## src/rtl/im_loader.sv

```systemverilog
// Program loader: length-prefixed big-endian byte stream -> 32-bit instruction memory words.
// Define IM_LOADER_CSUM_EN to require a trailing XOR checksum byte after the payload.
module im_loader #(
    parameter int WORDS = 256,
    parameter int AW    = 8
) (
    input  logic          clk,
    input  logic          rst_ld,
    input  logic          ld_start,
    input  logic [AW-1:0] ld_base,
    input  logic          ld_in_valid,
    input  logic [7:0]    ld_in_byte,
    output logic          ld_in_ready,
    output logic          im_wr_en,
    output logic [AW-1:0] im_wr_addr,
    output logic [31:0]   im_wr_data,
    output logic          cpu_hold,
    output logic          ld_busy,
    output logic          ld_done,
    output logic          ld_err
);

    localparam logic [2:0] ST_IDLE   = 3'd0;
    localparam logic [2:0] ST_LEN_HI = 3'd1;
    localparam logic [2:0] ST_LEN_LO = 3'd2;
    localparam logic [2:0] ST_DATA   = 3'd3;
`ifdef IM_LOADER_CSUM_EN
    localparam logic [2:0] ST_CSUM   = 3'd4;
`endif
    localparam logic [2:0] ST_DONE   = 3'd5;

    localparam logic [16:0] MAX_LEN = 17'(WORDS);

    logic [2:0]    state;
    logic [AW-1:0] ptr;
    logic [15:0]   wcnt;
    logic [15:0]   len;
    logic [7:0]    len_hi;
    logic [1:0]    phase;
    logic [23:0]   shift;
`ifdef IM_LOADER_CSUM_EN
    logic [7:0]    csum;
`endif

    logic [15:0] len_next;
    logic        len_bad;

    assign len_next = {len_hi, ld_in_byte};
    assign len_bad  = (len_next == 16'd0) || ({1'b0, len_next} > MAX_LEN);

    // Every state between IDLE and DONE consumes the byte stream.
    assign ld_in_ready = (state == ST_LEN_HI) || (state == ST_LEN_LO) || (state == ST_DATA)
`ifdef IM_LOADER_CSUM_EN
                      || (state == ST_CSUM)
`endif
                      ;
    assign ld_busy  = (state != ST_IDLE);
    assign cpu_hold = (state != ST_IDLE);

    always_ff @(posedge clk) begin
        if (!rst_ld) begin
            // NOTE: sequential state uses non-blocking assignments only, so every
            // register here samples the pre-edge values of all the others.
            state      <= ST_IDLE;
            ptr        <= '0;
            wcnt       <= '0;
            len        <= '0;
            len_hi     <= '0;
            phase      <= '0;
            shift      <= '0;
            im_wr_en   <= 1'b0;
            im_wr_addr <= '0;
            im_wr_data <= '0;
            ld_done    <= 1'b0;
            ld_err     <= 1'b0;
`ifdef IM_LOADER_CSUM_EN
            csum       <= '0;
`endif
        end else begin
            im_wr_en <= 1'b0;
            ld_done  <= 1'b0;
            case (state)
                ST_IDLE: begin
                    if (ld_start) begin
                        ptr    <= ld_base;
                        wcnt   <= '0;
                        phase  <= '0;
                        ld_err <= 1'b0;
`ifdef IM_LOADER_CSUM_EN
                        csum   <= '0;
`endif
                        state  <= ST_LEN_HI;
                    end
                end
                ST_LEN_HI: begin
                    if (ld_in_valid) begin
                        len_hi <= ld_in_byte;
                        state  <= ST_LEN_LO;
                    end
                end
                ST_LEN_LO: begin
                    if (ld_in_valid) begin
                        if (len_bad) begin
                            ld_err <= 1'b1;
                            state  <= ST_IDLE;
                        end else begin
                            len   <= len_next;
                            state <= ST_DATA;
                        end
                    end
                end
                ST_DATA: begin
                    if (ld_in_valid) begin
                        phase <= phase + 2'd1;
`ifdef IM_LOADER_CSUM_EN
                        csum  <= csum ^ ld_in_byte;
`endif
                        if (phase == 2'd3) begin
                            im_wr_en   <= 1'b1;
                            im_wr_addr <= ptr;
                            im_wr_data <= {shift, ld_in_byte};
                            ptr        <= ptr + AW'(1);
                            wcnt       <= wcnt + 16'd1;
                            if (wcnt == len - 16'd1) begin
`ifdef IM_LOADER_CSUM_EN
                                state <= ST_CSUM;
`else
                                state <= ST_DONE;
`endif
                            end
                        end else begin
                            shift <= {shift[15:0], ld_in_byte};
                        end
                    end
                end
`ifdef IM_LOADER_CSUM_EN
                ST_CSUM: begin
                    if (ld_in_valid) begin
                        if (ld_in_byte != csum) ld_err  <= 1'b1;
                        else                    ld_done <= 1'b1;
                        state <= ST_DONE;
                    end
                end
`endif
                ST_DONE: begin
`ifndef IM_LOADER_CSUM_EN
                    // Pulse lands one cycle after the final write strobe.
                    ld_done <= !ld_err;
`endif
                    state <= ST_IDLE;
                end
                default: state <= ST_IDLE;
            endcase
        end
    end

endmodule

```

## config.mk

```make
export PLATFORM = sky130hd
export DESIGN_NAME = im_loader
export DESIGN_NICKNAME = d
export VERILOG_FILES = /design/src/rtl/im_loader.sv
export SDC_FILE = /design/constraint.sdc
export NUM_CORES = 1
export LEC_CHECK = 0
export ABC_CLOCK_PERIOD_IN_PS = 2660
export BUFFER_PORTS_ARGS = -buffer_cell sky130_fd_sc_hd__buf_2
export CORE_MARGIN = 2
export CORE_UTILIZATION = 57
export DETAILED_ROUTE_END_ITERATION = 7
export PLACE_DENSITY = 0.79
export SYNTH_ARGS = -nofsm -noshare
export SYNTH_HDL_FRONTEND = slang
export SYNTH_SLANG_ARGS = --single-unit
```

## constraint.sdc

```tcl
create_clock -name clk -period 2.66 [get_ports clk]
set_clock_uncertainty 0.15 [all_clocks]
set_input_delay 0.266 -clock clk [delete_from_list [all_inputs] [get_ports clk]]
set_output_delay 0.266 -clock clk [all_outputs]
set_load 0.02 [all_outputs]
```

; ---- Word-level counts from Yosys, hierarchy flattened
; Index checks and enable logic that the tools add are counted.
[word_totals]
output_inout_bits = 46
input_bits = 20
regBits = 120
[classes]
reduce_logical = 19
n_lt_le_gt_ge = 1
bitwise_logic = 2
n_mux = 24
eq_ne = 13
addsub = 4
[op_table]
columns = op, n
row1 = $mux 16, 3
row2 = $pmux 16 s2, 1
row3 = $mux 8, 3
row4 = $mux 3, 6
row5 = $add 16x1->16 const B, 1
row6 = $eq 16x16->1, 1
row7 = $gt 16x9->1 const B, 1
row8 = $logic_not 16->1, 1
row9 = $pmux 8 s2, 1
row10 = $sub 16x1->16 const B, 1
row11 = $reduce_and 3->1, 5
row12 = $pmux 3 s4, 1
row13 = $ne 2x2->1 const B, 5
row14 = $add 8x1->8 const B, 1
row15 = $reduce_and 4->1, 2
row16 = $eq 3x2->1 const B, 2
row17 = $mux 2, 3
row18 = $reduce_and 6->1, 1
row19 = $mux 1, 4
row20 = $ne 2x1->1 const B, 2
row21 = $pmux 2 s2, 1
row22 = $reduce_and 2->1, 2
row23 = $reduce_bool 2->1, 2
row24 = $eq 3x1->1 const B, 1
row25 = other kinds (9), 12

; ---- Logic depth before layout (Yosys ltp)
; Gate-level depths: netlist of the first run.
[logic_depth]
ltp_word = 6
ltp_mapped = 9
depth_no_buf = 8

; ---- Worst setup path before layout of the first run
; Ideal clock, no wire load.
[synth_path]
path_kind = input -> register
from = in ld_in_byte[4]
to = reg len[8]
t_required_ns = 2.382
t_arrival_ns = 1.961
setup_time_ns = 0.128
path_stages = 7
slack_ns = 0.421
cell_sequence = or4_1 o21ai_1 or3b_4 nor4_4 buf_6 mux2i_1 nor2_1
[synth_via]
elab_chain_len = 4
[synth_lines]
columns = element, line
row1 = start: declaration, 12  ; input logic [7:0] ld_in_byte,
row2 = $gt 16x9->1 / $logic_not 16->1 (equally long branches), 49  ; assign len_bad = (len_next == 16'd0) || ({1'b0, len_next} > MAX_LEN);
row3 = $logic_or 1x1->1 (*), 49
row4 = $not 1->1 (no line) (*), n/a
row5 = $reduce_and 3->1 (no line) (*), n/a
row6 = end signal: assignment, 107  ; len <= len_next;
row7 = end: declaration, 37  ; logic [15:0] len;
; Every way passes the cells marked *; elsewhere a longest branch is shown, timed or not.
; A chain may end at the register's enable or synchronous reset.

; ---- Worst setup path after layout of the first run
[layout_path]
from = in ld_in_byte[4]
to = reg len[7]
; The elaborated chain is that of the path after synthesis.

==> results of run 1 <==
[routing by layer]
layer,track usage [%],vias up
met5,0,-
met4,8.957,0
met3,7.309,25
met2,43.56,189
met1,35.99,2234
li1,-,2305
[layout by cell type (no fill, tap or decap), types with 11 or more instances in the layout]
master | synthesis | layout
mux2i_1 | 19 | 18
xor2_1 | 17 | 17
nor2_1 | 63 | 63
nand2_1 | 159 | 159
dlygate4sd3_1 | 0 | 18
xnor2_1 | 17 | 17
o21ai_0 | 11 | 11
nand3_1 | 17 | 17
a21oi_1 | 71 | 71
clkbuf_16 | 0 | 16
dfxtp_1 | 120 | 120
buf_2 | 0 | 65
[final cells by class]
class / instances / area, µm²
clock buffers: 20 / 445.4
clock inverters: 12 / 138.9
fillers: 646 / 2379
inverters: 6 / 22.52
multi-input cells: 473 / 2600
flip-flops and latches: 120 / 2402
well taps: 108 / 135.1
repair buffers: 96 / 640.6
[worst max-delay path: cells and delay by family]
kind                   cells  cell delay, ns
AND/OR/NAND/NOR            4            1.32
buffers and inverters      3            0.87
multiplexers               1            0.22
AO/OA/AOI/OAI              1            0.13
[worst paths after layout]
check | from | end | slack (ns) | cells after the start
setup / recovery | ld_in_byte[4] | len[7] | 0.09 | 9
hold / removal | ld_start | ld_err | 0.07 | 4
setup reg to reg | len[0] | state[2] | 0.21 | 9
hold reg to reg | im_wr_addr[3] | im_wr_addr[3] | 0.30 | 2
[cell families (layout without fill, tap and decap cells)]
kind of cell,Yosys count,in the layout,share of synthesized area (%)
xor+xnor,34,34,5.747
flops,120,120,46.37
fa+ha+maj,4,4,0.9660
compound gates,113,113,12.82
buf+inv,47,134,3.646
simple gates,303,303,26.78
mux,19,19,3.671
[what timing repair did]
item,CTS,global route
gates resized for setup,0,1
endpoints found under the setup margin,0,1
endpoints found under the hold margin,45,0
hold buffers,18,0
[report_power, final]
group	leakage [nW]	total (mW)	switching, mW	internal [mW]
combinational	1.24	0.282	0.160	0.122
sequential	0.968	1.85	0.0294	1.82
clock	0.287	2.25	0.857	1.39
[through the flow]
step	TNS (ns)	power, mW	area (µm²)
2_1_floorplan	0	2.058	5181
3_3_place_gp	0	2.128	5617
3_5_place_dp	0	2.140	5617
4_1_cts	0	4.392	6381
5_1_grt	-0.001256	4.502	6385
6_report	0	4.383	6385
[flip-flops by register name, indices dropped and copies added, names as in the netlist, 2 cells and up]
name / count
shift: 24
ptr: 8
im_wr_addr: 8
len_hi: 8
phase: 2
wcnt: 16
len: 16
state: 3
im_wr_data: 32
==> metrics.cfg, run 1 <==
[run_status]
status = completed

[yosys]
ys_seq_area_share_pct = 46.37
yosys.cell_types.count = 59
netlist_area_mm2 = 0.005181
syn-num-nets = 664
synth_common_cells = 159 x nand2_1, 120 x dfxtp_1, 71 x a21oi_1
yosys.area.top_type = dfxtp_1
synthMostInstantiatedCell = nand2_1
synth_top_cell_area_share_pct = 46.37
synth_area_per_cell_um2 = 8.096
yosys_warnings = 0
synth-edff-count = 0
synth_async_sr_flop_share_pct = 0
syn_inst = 640
synthTopCellsByArea = dfxtp_1 46%, nand2_1 12%, a21oi_1 6.9%, nor2_1 4.6%, mux2i_1 3.7%
synthFlopType = dfxtp_1
ys_ff_latch = 120

[global_route]
grt_pass1_vias = 4451
grt_remaining_overflow = 0
antenna_found_initial = 0
grt_max_degree = 82
grt_pass1_wl_um = 21410
grt_usage_pct = 27.22

[route]
top_layer_used = met4
wl_met1_um = 5689
postRouteAntennaNets = 0
detail_route.vias_per_cell = 5.692
first_pass_iters = 5
vias = 4753
wl_met3_um = 890
drc = 0
met2_length_um = 6146
wl_per_cell_um = 15.48
drt_iter0_drc = 325
routed_wl_um = 12920

[timing]
worst_slack_ns = 0.09001
finalSetupViolCount = 0
slew_viol_final = 0
post-route-min-period_ns = 2.570
worst_pin_slew_ns = 0.7550
holdWs_ns = 0.06993
relSlewSlack_pct = 49.67
finalHoldViolCount = 0
period_share_pct = 96.62
fmax_ghz = 0.3891

[critical_path]
crit_path_max_fanout = 10
cpMaxStageDelayCell = or4_1
start_kind = input pin
slowest_delay_ns = 0.55
crit_chain = dlygate4sd3_1, buf_2, or4_1, o21ai_1, or3b_4, nor4_4, buf_12, mux2i_2, nor2_1
worstSetupEndpointType = flip-flop
crit_type = in -> reg
arrival_ns = 2.82
critPathRequiredTime_ns = 2.91

[cells_and_area]
antenna_cells = 0
final_nets = 738
area_delta_synth_final_pct = 23.23
layout-drive-gt1-share_pct = 17.33
final_cells = 835
post-route-util_pct = 72.86

[cts]
cts_tree = done
cts_buffers = 17
clockBufferDepth = 2
postCtsSetupBuffers = 0
cts.clk_slew.worst_paths_ns = 0.06
clkLatencyLatePin_ns = 0.52
htreeDepth = 4
clock_sinks = 120
ctsRootBufferMaster = clkbuf_8

[floorplanning]
core_mm2 = 0.008763
start_util_pct = 59.12
rows = 34
fp.dieArea_mm2 = 0.009868
die_w_um = 99.34
pin_count = 66
fp.dieH_um = 99.34

[pwr]
peakVddDrop_v = 0.0004747
power.density_mw_per_mm2 = 686.5
p_leak_nw = 2.494

[place]
dpl.hpwl_um = 8358
portBuffers = 65
dp_cells = 785
post-place-ws_ns = 0.1270
place_congestion = 0.9233

[worst_hold_path]
min_path_type = in -> reg

[run]
cap_viol_max_count = 0

(Power assumes the default switching activity.)
==> run 2, diff against run 1 <==
--- a/config.mk
+++ b/config.mk
@@ -6,10 +6,11 @@
 export NUM_CORES = 1
 export LEC_CHECK = 0
 export ABC_CLOCK_PERIOD_IN_PS = 2660
-export BUFFER_PORTS_ARGS = -buffer_cell sky130_fd_sc_hd__buf_2
 export CORE_MARGIN = 2
-export CORE_UTILIZATION = 57
+export CORE_UTILIZATION = 63
+export CTS_CLUSTER_SIZE = 16
 export DETAILED_ROUTE_END_ITERATION = 7
+export DONT_BUFFER_PORTS = 1
 export PLACE_DENSITY = 0.79
 export SYNTH_ARGS = -nofsm -noshare
 export SYNTH_HDL_FRONTEND = slang
==> metrics.cfg, run 2 (synthesis gave the netlist of run 1 again) <==
[run_status]
status = completed

[global_route]
gr-usage-met3_pct = 7.901
antenna_found_initial = 0
top_usage_layer = met2
grt_pass1_wl_um = 20790
use_met1_pct = 37.36
grt_pass1_vias = 4360
grt_max_degree = 64
grt_remaining_overflow = 0
grt_usage_pct = 29.64
grtUsageMet2_pct = 47.16

[critical_path]
cpMaxStageDelayCell = dfxtp_1
critPathRequiredTime_ns = 2.97
arrival_ns = 2.64
worstSetupEndpointType = flip-flop
start_kind = flip-flop
crit_chain = inv_1, ha_1, nor4b_2, buf_4, xor2_1, or4_1, o221a_2, a21oi_1, and4bb_1
crit_path_max_fanout = 5
slowest_delay_ns = 0.42
r2r.worst_path.cells = 9
crit_type = reg -> reg

[timing]
finalHoldViolCount = 0
finalSetupViolCount = 0
rsz0062_at_grt = false
worst_pin_slew_ns = 0.6809
tns_ns = 0
holdWs_ns = 0.03440
slew_viol_final = 0
relSlewSlack_pct = 54.54
post-route-min-period_ns = 2.329
period_share_pct = 87.54
fmax_ghz = 0.4294

[place]
dpl.hpwl_um = 7961
place_congestion = 0.8854
portBuffers = 0

[route]
postRouteAntennaNets = 0
vias = 4520
wl_per_cell_um = 16.58
first_pass_iters = 5
routed_wl_um = 12770
drc = 0
detail_route.vias_per_cell = 5.870
drt_iter0_drc = 358

[pwr]
p_leak_nw = 2.158
total_power_mw = 4.309
peakVddDrop_v = 0.0004236
power.density_mw_per_mm2 = 712.6

[cells_and_area]
area_delta_synth_final_pct = 16.71
layout_commonest_cell = nand2_1
layout-drive-gt1-share_pct = 9.474
largest_register = im_wr_data
layout_common_cells = 159 x nand2_1, 120 x dfxtp_1, 71 x a21oi_1, 63 x nor2_1
final_nets = 676
reg.largest.list = im_wr_data x32, shift x24
antenna_cells = 0
largest_reg_flops = 32

[floorplanning]
die_w_um = 94.69
rows = 33
core_mm2 = 0.008093
start_util_pct = 64.02
pin_count = 66
fp.dieH_um = 94.69
fp.dieArea_mm2 = 0.008965

[worst_hold_path]
hold_depth = 2
min_path_type = in -> reg

[cts]
clkLatencyLatePin_ns = 0.52
postCtsSetupBuffers = 0
htreeDepth = 4
cts_buffers = 17
clockBufferDepth = 2
cts.clk_slew.worst_paths_ns = 0.07
cts_resized = 0
clock_sinks = 120
cts_tree = done
ctsRootBufferMaster = clkbuf_8

[run]
cap_viol_max_count = 0

==> run 2: cell types whose count changed in the layout (fill, tap and decap cells not counted), sizes merged <==
cell / change
clkinvlp: +2
buf: -63
clkinv: -3
bufinv: -1
dlygate4sd3: +1
inv: +5
clkbuf: -3
==> run 2: repair_timing <==
item | CTS | global route
hold endpoints to repair | 47 | 0
hold buffers | 19 | 0
endpoints found under the setup margin | 0 | 0
==> run 2: power breakdown <==
group | leakage [nW] | internal, mW | switching, mW
clock | 0.272 | 1.27 | 0.932
sequential | 0.968 | 1.82 | 0.0279
combinational | 0.917 | 0.107 | 0.151
==> run 2: area by class of cell <==
type	count	area, µm²
clock buffer	17	414.1
clock inverter	15	152.6
fill	581	2046
inverter	6	22.52
multi-input combinational	473	2596
sequential	120	2402
tap	105	131.4
timing repair buffer	34	327.8
==> run 2: final timing paths <==
path         slack, ns  startpoint        endpoint
max               0.33      len[0]        state[2]
min               0.03      rst_ld          ptr[5]
max reg2reg       0.33      len[0]        state[2]
min reg2reg       0.30   shift[20]  im_wr_data[28]
==> run 2: through the flow <==
step	cell area [µm²]	instances	util, %	worst slack (ns)
global route	6047	770	74.72	0.1355
CTS	6047	770	74.72	0.3357
global placement	5290	719	65.37	0.2494
floorplan	5181	640	-	0.4210
detailed placement	5290	719	65.37	0.2057
finish	6047	770	74.72	0.3314
==> run 2: routing by layer <==
metal  up-vias  wire length, µm
li1       2188                -
met5         -                0
met1      2117             5429
met3        39              822
met4         0              340
met2       176             6176
==> run 2: critical path: cells and delay by family (launching register included) <==
kind,cells,cell delay [ns]
fa+ha+maj,1,0.20
buf+inv,2,0.24
compound gates,2,0.32
xor+xnor,1,0.15
flops,1,0.42
simple gates,3,0.78
